===== config.mk =====
export PLATFORM = sky130hd
export DESIGN_NAME = reg_scoreboard_flat
export DESIGN_NICKNAME = d
export VERILOG_FILES = /design/src/rtl/reg_scoreboard_if.sv /design/src/rtl/reg_scoreboard.sv /design/src/flat_wrapper.sv
export SDC_FILE = /design/constraint.sdc
export NUM_CORES = 1
export LEC_CHECK = 0
export BUFFER_PORTS_ARGS = -buffer_cell sky130_fd_sc_hd__buf_2
export CAP_MARGIN = 20
export CORE_MARGIN = 2
export CORE_UTILIZATION = 55
export DETAILED_ROUTE_END_ITERATION = 6
export HOLD_SLACK_MARGIN = 0.1
export PLACE_DENSITY = 0.86
export RECOVER_POWER = 25
export SLEW_MARGIN = 30
export SYNTH_ARGS = -nofsm -noshare
export SYNTH_HDL_FRONTEND = slang
export SYNTH_SLANG_ARGS = --single-unit

===== constraint.sdc =====
create_clock -name clk -period 4.6 [get_ports clk]
set_clock_uncertainty 0.15 [all_clocks]
set_input_delay 0.46 -clock clk [delete_from_list [all_inputs] [get_ports clk]]
set_output_delay 0.46 -clock clk [all_outputs]
set_load 0.01 [all_outputs]

===== src/rtl/reg_scoreboard_if.sv =====
// Issue/writeback bus between decode, writeback and the register-read scoreboard.
interface reg_scoreboard_if #(
    parameter int unsigned NREG = 32
);
    // decode -> scoreboard
    logic            issue_valid;
    logic            issue_we;
    logic [4:0]      issue_rd;
    logic [4:0]      issue_rs;
    logic [4:0]      issue_rt;
    logic            issue_rs_use;
    logic            issue_rt_use;
    // writeback -> scoreboard
    logic            wb_valid;
    logic [4:0]      wb_rd;
    // scoreboard -> pipeline
    logic            stall;
    logic [NREG-1:0] pend_mask;
    logic [6:0]      inflight;
    logic            idle;
    logic            err;

    modport master (
        output issue_valid, issue_we, issue_rd, issue_rs, issue_rt,
               issue_rs_use, issue_rt_use, wb_valid, wb_rd,
        input  stall, pend_mask, inflight, idle, err
    );

    modport slave (
        input  issue_valid, issue_we, issue_rd, issue_rs, issue_rt,
               issue_rs_use, issue_rt_use, wb_valid, wb_rd,
        output stall, pend_mask, inflight, idle, err
    );
endinterface


===== src/rtl/reg_scoreboard.sv =====
// Register-read hazard tracker: per-register pending-write counters between
// issue and writeback, stalling issue on RAW hazards or counter saturation.
module reg_scoreboard #(
    parameter int unsigned NREG  = 32,
    parameter int unsigned CNT_W = 2
) (
    input  logic           clk,
    input  logic           rst_n,
    reg_scoreboard_if.slave sb
);
    localparam int unsigned IDX_W = 5;
    localparam logic [CNT_W-1:0] CNT_MAX = '1;

    logic [CNT_W-1:0] cnt_q [NREG];
    logic [CNT_W-1:0] cnt_d [NREG];
    logic [6:0]       inflight_q, inflight_d;
    logic             err_q, err_d;

    logic raw_s, raw_t, sat, stall, accept;
    logic track_inc, wb_hit, retire;

    // Hazard detection from registered counters only; same-cycle writeback does not clear it.
    always_comb begin
        raw_s  = sb.issue_rs_use && (sb.issue_rs != '0) && (cnt_q[sb.issue_rs] != '0);
        raw_t  = sb.issue_rt_use && (sb.issue_rt != '0) && (cnt_q[sb.issue_rt] != '0);
        sat    = sb.issue_we && (sb.issue_rd != '0) && (cnt_q[sb.issue_rd] == CNT_MAX);
        stall  = sb.issue_valid && (raw_s || raw_t || sat);
        accept = sb.issue_valid && !stall;
    end

    // Next-state for counters, inflight total and sticky error.
    always_comb begin
        track_inc = accept && sb.issue_we && (sb.issue_rd != '0);
        wb_hit    = sb.wb_valid && (sb.wb_rd != '0);
        retire    = wb_hit && (cnt_q[sb.wb_rd] != '0);

        // Issue and retire on the same register cancel; the r0 slot stays zero.
        cnt_d[0] = '0;
        for (int unsigned i = 1; i < NREG; i++) begin
            cnt_d[i] = cnt_q[i];
            if ((track_inc && (sb.issue_rd == IDX_W'(i))) && !(retire && (sb.wb_rd == IDX_W'(i))))
                cnt_d[i] = cnt_q[i] + 1'b1;
            else if (!(track_inc && (sb.issue_rd == IDX_W'(i))) && (retire && (sb.wb_rd == IDX_W'(i))))
                cnt_d[i] = cnt_q[i] - 1'b1;
        end

        inflight_d = inflight_q;
        case ({track_inc, retire})
            2'b10:   inflight_d = inflight_q + 7'd1;
            2'b01:   inflight_d = inflight_q - 7'd1;
            default: inflight_d = inflight_q;
        endcase

        err_d = err_q
              | (wb_hit && (cnt_q[sb.wb_rd] == '0))
              | (retire && !track_inc && (inflight_q == '0))
              | (track_inc && !retire && (inflight_q == '1));
    end

    // State registers; reset discards all pending writes immediately.
    always_ff @(posedge clk or negedge rst_n) begin
        if (!rst_n) begin
            cnt_q      <= '{default: '0};
            inflight_q <= '0;
            err_q      <= 1'b0;
        end else begin
            cnt_q      <= cnt_d;
            inflight_q <= inflight_d;
            err_q      <= err_d;
        end
    end

    // Output drive.
    always_comb begin
        sb.stall    = stall;
        sb.inflight = inflight_q;
        sb.idle     = (inflight_q == '0);
        sb.err      = err_q;
        for (int unsigned i = 0; i < NREG; i++)
            sb.pend_mask[i] = (cnt_q[i] != '0);
    end
endmodule


===== src/flat_wrapper.sv =====
// flat-port wrapper written by rule: the top's interface ports become plain ports
module reg_scoreboard_flat 
#(
    parameter int unsigned NREG  = 32,
    parameter int unsigned CNT_W = 2
)
  (clk, rst_n, sb_issue_valid, sb_issue_we, sb_issue_rd, sb_issue_rs, sb_issue_rt, sb_issue_rs_use, sb_issue_rt_use, sb_wb_valid, sb_wb_rd, sb_stall, sb_pend_mask, sb_inflight, sb_idle, sb_err);
  reg_scoreboard_if #(.NREG(NREG)) sb_i ();
  input  logic clk;
  input  logic rst_n;
  input wire logic [$bits(sb_i.issue_valid)-1:0] sb_issue_valid;
  input wire logic [$bits(sb_i.issue_we)-1:0] sb_issue_we;
  input wire logic [$bits(sb_i.issue_rd)-1:0] sb_issue_rd;
  input wire logic [$bits(sb_i.issue_rs)-1:0] sb_issue_rs;
  input wire logic [$bits(sb_i.issue_rt)-1:0] sb_issue_rt;
  input wire logic [$bits(sb_i.issue_rs_use)-1:0] sb_issue_rs_use;
  input wire logic [$bits(sb_i.issue_rt_use)-1:0] sb_issue_rt_use;
  input wire logic [$bits(sb_i.wb_valid)-1:0] sb_wb_valid;
  input wire logic [$bits(sb_i.wb_rd)-1:0] sb_wb_rd;
  output wire logic [$bits(sb_i.stall)-1:0] sb_stall;
  output wire logic [$bits(sb_i.pend_mask)-1:0] sb_pend_mask;
  output wire logic [$bits(sb_i.inflight)-1:0] sb_inflight;
  output wire logic [$bits(sb_i.idle)-1:0] sb_idle;
  output wire logic [$bits(sb_i.err)-1:0] sb_err;
  assign sb_i.issue_valid = sb_issue_valid;
  assign sb_i.issue_we = sb_issue_we;
  assign sb_i.issue_rd = sb_issue_rd;
  assign sb_i.issue_rs = sb_issue_rs;
  assign sb_i.issue_rt = sb_issue_rt;
  assign sb_i.issue_rs_use = sb_issue_rs_use;
  assign sb_i.issue_rt_use = sb_issue_rt_use;
  assign sb_i.wb_valid = sb_wb_valid;
  assign sb_i.wb_rd = sb_wb_rd;
  assign sb_stall = sb_i.stall;
  assign sb_pend_mask = sb_i.pend_mask;
  assign sb_inflight = sb_i.inflight;
  assign sb_idle = sb_i.idle;
  assign sb_err = sb_i.err;
  reg_scoreboard #(.NREG(NREG), .CNT_W(CNT_W)) u_core (.clk(clk), .rst_n(rst_n), .sb(sb_i));
endmodule

Yosys cells after proc, flatten, opt, wreduce, memory -nomap -nowiden. Cells that the tools add are included.

Bits in writable memories: 0. Latch bits: 0. Flip-flop bits (word level): 70. Word-level logic and storage cells: 529. Output and inout bits: 42. ROM bits: 0. Memories kept: 0.

Bitwise operators: 7. Magnitude comparators: 4. Eq/ne operators: 66. Muxes and demuxes: 75. Shift-type cells: 0. Multiply operators: 0. Reductions and logical operators: 280. Div/mod/pow operators: 0. $add $sub $neg: 64.

Operator list (count): 5-bit == test, second input constant (32); 1-bit logical AND (141); 2-bit two-way mux (70); 2-bit nonzero test (66); 5-bit by 4-bit == test with 1-bit output, second input constant (16); 1-bit zero test (65); 2-bit by 1-bit adder with 2-bit output, second input constant (31); 2-bit by 1-bit subtractor with 2-bit output, second input constant (31); 2-bit binary-select mux with 5-bit select (4); 5-bit by 3-bit == test with 1-bit output, second input constant (8); 6-bit >= comparator, second input constant (4); 5-bit NOT with 6-bit output (4); 5-bit by 2-bit == test with 1-bit output, second input constant (4); 5-bit nonzero test (4); 7-bit case mux with 2 select lines (1); 5-bit by 1-bit == test with 1-bit output, second input constant (2); 7-bit by 1-bit adder with 7-bit output, second input constant (1); 7-bit == test, second input constant (1); 7-bit zero test (1); 7-bit by 1-bit subtractor with 7-bit output, second input constant (1); 2-bit == test, second input constant (2); 1-bit OR (3); 2-bit by 1-bit == test with 1-bit output, second input constant (1); 2-bit zero test (1); 1-bit logical OR (2).

Longest topological paths before layout. Gate-level depths: netlist of the first run.

Depth in word-level cells: 18. Gate-level depth with buffers: 19. Gate-level depth less buffers: 18.

Worst setup path before layout of the first run. OpenSTA, ideal clock, no wires.

Kind: input to register. Start point: in sb_issue_rd[1]. End point: reg u_core.inflight_q[6] (netlist: u_core.sb.inflight[6]). Stages on the path: 17. Slack: 0.710 ns. Data arrival time: 3.660 ns. Required time: 4.370 ns. Cells stage by stage: buf_2 > buf_4 > mux2_2 > o211ai_1 > nor4_1 > nor4_1 > and3_1 > nand4_1 > ha_1 > ha_1 > nor2b_1 > o21a_1 > o21ai_0 > nand2b_1 > a21oi_1 > mux2i_1 > xnor2_1.

Cells in the longest elaborated chain, start to end: 14.

RTL lines: from (decl) (RTL line flat_wrapper.sv:13) `input wire logic [$bits(sb_i.issue_rd)-1:0] sb_issue_rd;`; 5-bit NOT with 6-bit output (implied by the code) (RTL line reg_scoreboard.sv:26) `sat = sb.issue_we && (sb.issue_rd != '0) && (cnt_q[sb.issue_rd] == CNT_MAX);`; 2-bit binary-select mux with 5-bit select (RTL line reg_scoreboard.sv:26); 2-bit two-way mux (implied by the code) (2 in series) (RTL line reg_scoreboard.sv:26); 2-bit == test (RTL line reg_scoreboard.sv:26); 1-bit logical AND (RTL line reg_scoreboard.sv:26); 1-bit logical OR (RTL line reg_scoreboard.sv:27) `stall = sb.issue_valid && (raw_s || raw_t || sat);`; 1-bit logical AND (RTL line reg_scoreboard.sv:27); 1-bit zero test (RTL line reg_scoreboard.sv:28) `accept = sb.issue_valid && !stall;`; 1-bit logical AND (RTL line reg_scoreboard.sv:28); 1-bit logical AND (RTL line reg_scoreboard.sv:33) `track_inc = accept && sb.issue_we && (sb.issue_rd != '0);`; 1-bit logical AND * (RTL line reg_scoreboard.sv:33); 2-bit by 1-bit == test with 1-bit output / 2-bit == test (equally long branches) (RTL line reg_scoreboard.sv:48) `case ({track_inc, retire})`; 7-bit case mux with 2 select lines / 2-bit nonzero test (equally long branches); to (signal assigned) (RTL line reg_scoreboard.sv:68) `inflight_q <= inflight_d;`; to (decl) (RTL line reg_scoreboard.sv:16) `logic [6:0] inflight_q, inflight_d;`.

Every way passes the cells marked *; elsewhere a longest branch is shown, timed or not. The select of a mux whose other input is x is not followed. A chain may end at the register's enable or synchronous reset.

Worst setup path in the final report of the first run.
Start point: reg u_core.cnt_q[18] in the netlist's numbering. End point: reg u_core.inflight_q[6] (netlist: u_core.sb.inflight[6]).

Cells in the longest elaborated chain, start to end: 14.

RTL lines: from (decl) (RTL line reg_scoreboard.sv:14) `logic [CNT_W-1:0] cnt_q [NREG];`; from (signal assigned) (RTL line reg_scoreboard.sv:67) `cnt_q <= cnt_d;`; 2-bit binary-select mux with 5-bit select (on tied branches) (RTL line reg_scoreboard.sv:24, reg_scoreboard.sv:25); 2-bit two-way mux (on tied branches) (2 in series) (RTL line reg_scoreboard.sv:24, reg_scoreboard.sv:25); 2-bit nonzero test (on tied branches) (RTL line reg_scoreboard.sv:24, reg_scoreboard.sv:25); 1-bit logical AND (on tied branches) (RTL line reg_scoreboard.sv:24, reg_scoreboard.sv:25); 1-bit logical OR (2 in series) (RTL line reg_scoreboard.sv:27); 1-bit logical AND (RTL line reg_scoreboard.sv:27); 1-bit zero test (RTL line reg_scoreboard.sv:28); 1-bit logical AND (RTL line reg_scoreboard.sv:28); 1-bit logical AND (2 in series) (RTL line reg_scoreboard.sv:33); 2-bit by 1-bit == test with 1-bit output / 2-bit == test (equally long branches) (RTL line reg_scoreboard.sv:48); 7-bit case mux with 2 select lines / 2-bit nonzero test (equally long branches).

Several ways; a longest one is shown, not always the timed one. The select of a mux whose other input is x is not followed.

==> results of run 1 <==
==> worst paths after layout <==
path / start / to / slack (ns) / depth (start not counted)
max: u_core.cnt_q[18] / u_core.sb.inflight[6] / 0.26 / 15
max in group asynchronous: rst_n / u_core.cnt_q[13] / 1.99 / 3
max reg2reg: u_core.cnt_q[18] / u_core.sb.inflight[6] / 0.26 / 15
min in group asynchronous: rst_n / u_core.cnt_q[48] / 0.96 / 2
min reg2reg: u_core.cnt_q[43] / u_core.cnt_q[43] / 0.33 / 1
min: u_core.cnt_q[43] / u_core.cnt_q[43] / 0.33 / 1
==> layout make-up <==
type	instances	area, µm²
Fill cell	865	3882
Multi-Input combinational cell	480	3640
Sequential cell	70	1752
Timing Repair Buffer	77	394.1
Tap cell	136	170.2
Clock buffer	11	151.4
Inverter	37	138.9
Clock inverter	5	56.30
==> where the power goes <==
group,leakage [nW],switching [mW],internal [mW]
combinational,1.91,0.969,0.800
clock,0.106,0.257,0.280
sequential,0.864,0.461,0.908
total,2.88,1.69,1.99
==> layer usage <==
layer	vias to the layer above	routed length (µm)
li1	2268	-
met1	2468	6609
met2	339	7520
met3	50	1975
met4	0	533
met5	-	0
==> state kept, by name (all words and copies together) (netlist names) <==
signal              cells
u_core.sb.err           1
u_core.cnt_q           62
u_core.sb.inflight      7
==> timing repair <==
item                                   CTS  global route
endpoints found under the hold margin   30             0
hold buffers                             1             0
setup endpoints to repair                0             0
==> logic make-up (layout without fill, tap and decap cells) <==
family / after synthesis / in the layout
AND/OR/NAND/NOR: 239 / 239
flip-flops: 70 / 70
other: 1 / 1
buffers and inverters: 70 / 130
XOR/XNOR: 99 / 99
AO/OA/AOI/OAI: 64 / 64
adder cells (fa/ha/maj): 39 / 39
multiplexers: 38 / 38
==> worst max-delay path, cell delays in order, from the launching register on <==
cell      delay [ns]
dfrtp_1         0.48
or2_0           0.33
mux4_2          0.49
a211o_1         0.31
o211a_1         0.24
a21oi_4         0.16
nand4_1         0.17
ha_1            0.35
ha_1            0.38
nor2b_1         0.16
o21a_1          0.19
o21ai_0         0.14
nand2b_1        0.08
a21oi_1         0.21
mux2i_1         0.28
xnor2_1         0.14
==> per-stage QoR <==
step / area [µm²] / std cells
floorplan: 5690 / 620
global placement: 6103 / 799
detailed placement: 6103 / 799
CTS: 6321 / 816
global route: 6302 / 816
finish: 6302 / 816
==> placed cells by master, fill, tap and decap left out, types with 7 or more instances in the layout <==
| cell | n |
|---|---|
| mux4_2 | 19 |
| dfrtp_1 | 70 |
| nor3_1 | 43 |
| o21ai_0 | 14 |
| clkbuf_1 | 15 |
| or2_2 | 7 |
| inv_1 | 36 |
| buf_2 | 52 |
| nand3_1 | 22 |
| nand4_1 | 8 |
| nand2_1 | 42 |
| a21oi_1 | 9 |
| buf_4 | 9 |
| nor2b_1 | 8 |
| a211oi_1 | 9 |
| xor2_1 | 62 |
| clkbuf_8 | 11 |
| mux2_2 | 9 |
| mux2i_1 | 9 |
| ha_1 | 38 |
| xnor2_1 | 37 |
| nor2_1 | 69 |
==> results.json, run 1 <==
{
  "dpl_worst_slack_ns": 0.08162,
  "async_flop_share_pct": 100.0,
  "yosys.area_share.simple_pct": 20.76,
  "postLayoutCoreUtil_pct": 61.88,
  "cts_buffer_depth": 2,
  "synth_edf_count": 0,
  "num_vias": 5125,
  "yosys_warnings": 0,
  "clk_transition_reported_paths_ns": 0.08,
  "rows": 37,
  "port-buffer-count": 67,
  "vias_per_cell": 6.281,
  "wl_per_cell_um": 20.39,
  "critPathArrivalTime_ns": 4.47,
  "hp-class": "flip-flop to flip-flop",
  "grt.busiest_layer": "met2",
  "p_total_mw": 3.675,
  "antenna_found_initial": 0,
  "synth.most_common_cell": "dfrtp_1",
  "synthTopCellsByArea": "dfrtp_1, xor2_1, ha_1",
  "path_class": "flip-flop to flip-flop",
  "grt_pass1_vias": 5099,
  "required_ns": 4.73,
  "clock.fmax_ghz": 0.2305,
  "finalNetCount": 741,
  "drtIter0Drc": 494,
  "clock_tree.root_cell": "clkbuf_8",
  "synth_commonest_cells": "dfrtp_1, nor2_1, xor2_1, nor3_1, nand2_1",
  "synth_flop_cell": "dfrtp_1",
  "initial_core_util_pct": 55.87,
  "drv_slew": 32,
  "boundaryPins": 69,
  "core_um2": 10180,
  "tns_ns": 0,
  "ir_worst_vdd_v": 0.0003282,
  "antenna_cells": 0,
  "grtUsageTotal_pct": 31.05,
  "clock_sinks": 70,
  "grt_use_met1_pct": 42.96,
  "synthXorXnorAreaFrac_pct": 15.24,
  "clock_latency_ns": 0.35,
  "synthesis.nets": 686,
  "cts_made_buffers": 9,
  "syn-cell-area_um2": 5690,
  "hold_viol": 0,
  "netlist_instances": 620,
  "fin_ws_ns": 0.2613,
  "gp_congestion": 1.032,
  "area_growth_pct": 10.75,
  "leakage_nw": 2.883,
  "grt_max_degree": 41,
  "first_pass_iters": 5,
  "rsz0062_at_grt": "no",
  "hpwl_um": 12340,
  "drv_cap": 1,
  "die_x_um": 105.7,
  "synth_cell_type_count": 59,
  "power_density_nw_per_um2": 583.1,
  "synth.area.mux_share_pct": 11.35,
  "syn_area_per_cell_um2": 9.178,
  "end_kind": "flip-flop",
  "gr-usage-met3_pct": 6.865,
  "maxSlewHeadroom_pct": -19.05,
  "ctsResizeCount": 0,
  "synth_fa_ha_area_share_pct": 8.707,
  "start_kind": "flip-flop",
  "htreeDepth": 3,
  "antenna_left": 0,
  "synth-seq-area-share_pct": 30.78,
  "yosys.area.top_type": "dfrtp_1",
  "grt_overflow": 0,
  "fp.dieArea_um2": 11180,
  "critPathMaxFanout": 8,
  "fin_hold_ws_ns": 0.3345,
  "die_h_um": 105.7,
  "synth_top_family_by_area": "simple AND/OR/NAND/NOR gates",
  "yosysTopAreaCellShare_pct": 30.78,
  "final_layout_size_suffix_gt1_share_pct": 17.35,
  "min_period_ns": 4.339,
  "ys_seq_elements": 70,
  "synth_compound_area_share_pct": 7.850,
  "drc": 0,
  "cts_setup_buffers": 0,
  "period_share_pct": 94.32,
  "grt_pass1_wl_um": 26970,
  "outcome": "finished with violations",
  "violations": "capacitance limit, slew limit",
  "met2_usage_pct": 48.29,
  "tightest_slew_ns": 1.786,
  "wl_um": 16640,
  "cts_tree": "built",
  "setup_violations": 0
}
(Power assumes the default switching activity.)
==> inputs of run 2 (changes only) <==
--- a/config.mk
+++ b/config.mk
@@ -13,6 +13,7 @@
 export HOLD_SLACK_MARGIN = 0.1
 export PLACE_DENSITY = 0.86
 export RECOVER_POWER = 25
+export REMOVE_ABC_BUFFERS = 1
 export SLEW_MARGIN = 30
 export SYNTH_ARGS = -nofsm -noshare
 export SYNTH_HDL_FRONTEND = slang
==> run 2 against run 1 <==
Effect of this change:
- the flow still finishes with violations (capacitance limit, slew limit)
- global-route usage down 0.55 points
- critical path depth unchanged
- design area up 0.24%
- highest routed layer unchanged
==> results.json, run 2 (synthesized netlist as in run 1, its figures left out) <==
{
  "outcome": "finished with violations",
  "violations": "capacitance limit, slew limit",
  "drc": 0,
  "vias_per_cell": 6.271,
  "largest_reg_flops": 62,
  "period_share_pct": 91.97,
  "hp-class": "primary input to flip-flop",
  "tns_ns": 0,
  "clock_tree.root_cell": "clkbuf_8",
  "ctsResizeCount": 0,
  "grt_use_met1_pct": 41.06,
  "wl_um": 16210,
  "hpwl_um": 12090,
  "p_total_mw": 3.616,
  "ir_worst_vdd_v": 0.0003523,
  "holdCritStartpoint": "sb_wb_valid",
  "crit_slowest_cell": "dfrtp_1",
  "die_h_um": 105.7,
  "rows": 37,
  "seq_area_um2": 1752,
  "final_layout_size_suffix_gt1_share_pct": 17.89,
  "gp_congestion": 1.031,
  "area_growth_pct": 11.02,
  "cts_tree": "built",
  "setup_violations": 0,
  "rr_startpoint": "u_core.cnt_q[22]",
  "path_class": "flip-flop to flip-flop",
  "initial_core_util_pct": 55.87,
  "grt_pass1_wl_um": 26490,
  "multiInputGateArea_um2": 3640,
  "grtUsageTotal_pct": 30.50,
  "critPathArrivalTime_ns": 4.36,
  "core_um2": 10180,
  "postLayoutCoreUtil_pct": 62.03,
  "cts_made_buffers": 9,
  "clock_sinks": 70,
  "gr-usage-met3_pct": 6.865,
  "maxSlewHeadroom_pct": -27.46,
  "grt_overflow": 0,
  "cts_buffer_depth": 2,
  "grt_max_degree": 39,
  "required_ns": 4.73,
  "cp_common_cell": "ha_1",
  "die_x_um": 105.7,
  "wl_per_cell_um": 19.81,
  "port-buffer-count": 67,
  "htreeDepth": 3,
  "critPathMaxFanout": 8,
  "fp.dieArea_um2": 11180,
  "end_kind": "flip-flop",
  "tightest_slew_ns": 1.912,
  "layout_commonest_cell": "dfrtp_1",
  "power_density_nw_per_um2": 572.5,
  "antenna_left": 0,
  "drv_cap": 1,
  "min_period_ns": 4.230,
  "drv_slew": 34,
  "boundaryPins": 69,
  "clk_transition_reported_paths_ns": 0.08,
  "crit_path_cell_trace": "or2_1, mux4_2, a211o_1, o211a_1, a21oi_4, nand4_1, ha_1, ha_1, nor2b_1, o21a_1, o21ai_0, nand2b_1, a21oi_1, mux2i_1, xnor2_1",
  "met2_usage_pct": 46.22,
  "crit_start": "u_core.cnt_q[22]",
  "clock.fmax_ghz": 0.2364,
  "hold_viol": 0,
  "drtIter0Drc": 700,
  "rsz0062_at_grt": "no",
  "grt.busiest_layer": "met2",
  "finalNetCount": 743,
  "leakage_nw": 2.891,
  "start_kind": "flip-flop",
  "antenna_found_initial": 0,
  "clock_latency_ns": 0.36,
  "mostFrequentLayoutCells": "dfrtp_1, nor2_1, xor2_1, buf_2, nor3_1",
  "num-fill-cells": 868,
  "first_pass_iters": 6,
  "max_stage_delay_ns": 0.47,
  "grt_pass1_vias": 5120,
  "num_vias": 5130,
  "regMostFlops": "u_core.cnt_q",
  "antenna_cells": 0
}
==> run 2: cell types whose count changed in the layout (fill, tap and decap cells not counted) <==
cell	previous run	this run
clkbuf_8	11	10
clkinvlp_4	1	2
buf_2	52	54
buf_4	9	11
clkinv_2	2	1
clkbuf_1	15	13
inv_6	1	2
==> run 2: final cells by class <==
| cell class | count | area share, % |
|---|---|---|
| multi-input cells | 480 | 57.62 |
| flip-flops and latches | 70 | 27.73 |
| repair buffers | 79 | 6.516 |
| well taps | 136 | 2.694 |
| inverters | 37 | 2.198 |
| clock buffers | 10 | 2.179 |
| clock inverters | 6 | 1.070 |
==> run 2: critical path: cells and delay by family, from the launching register on <==
family	cells	cell delay (ns)
adder cells (fa/ha/maj)	2	0.71
flip-flops	1	0.47
AO/OA/AOI/OAI	6	1.21
multiplexers	2	0.72
XOR/XNOR	1	0.14
AND/OR/NAND/NOR	4	0.75
==> run 2: path summary, 6_finish.rpt <==
path	endpoint	slack (ns)	depth (start not counted)
worst min-delay path	u_core.sb.err	0.32	3
worst min register to register	u_core.cnt_q[47]	0.34	1
worst max register to register	u_core.sb.inflight[6]	0.37	15
min in group asynchronous	u_core.sb.inflight[3]	1.01	2
worst max-delay path	u_core.sb.inflight[6]	0.37	15
max in group asynchronous	u_core.cnt_q[39]	1.91	3
==> run 2: repair_timing <==
item,in CTS,in global routing
buffers inserted,0,0
endpoints found under the hold margin,32,0
hold buffers,1,0
==> run 2: metrics by stage <==
stage	hold WS (ns)	area, µm²	cells	worst slack [ns]
6_report	0.3203	6317	818	0.3696
5_1_grt	0.3511	6317	818	0.07047
4_1_cts	0.3115	6334	818	0.3883
3_5_place_dp	0.3285	6118	801	0.1268
3_3_place_gp	0.3196	6118	801	0.3202
2_1_floorplan	0.01441	5530	587	0.7583
==> run 2: where the power goes <==
| part | internal [mW] | leakage [nW] | switching, mW |
|---|---|---|---|
| sequential | 0.908 | 0.864 | 0.435 |
| clock | 0.268 | 0.0993 | 0.265 |
| combinational | 0.803 | 1.93 | 0.937 |
| total | 1.98 | 2.89 | 1.64 |
==> run 2: per-layer routing <==
layer  vias up  wire [µm]
li1       2270          -
met1      2402       6302
met2       374       7192
met3        84       1880
met4         0        832
met5         -          0
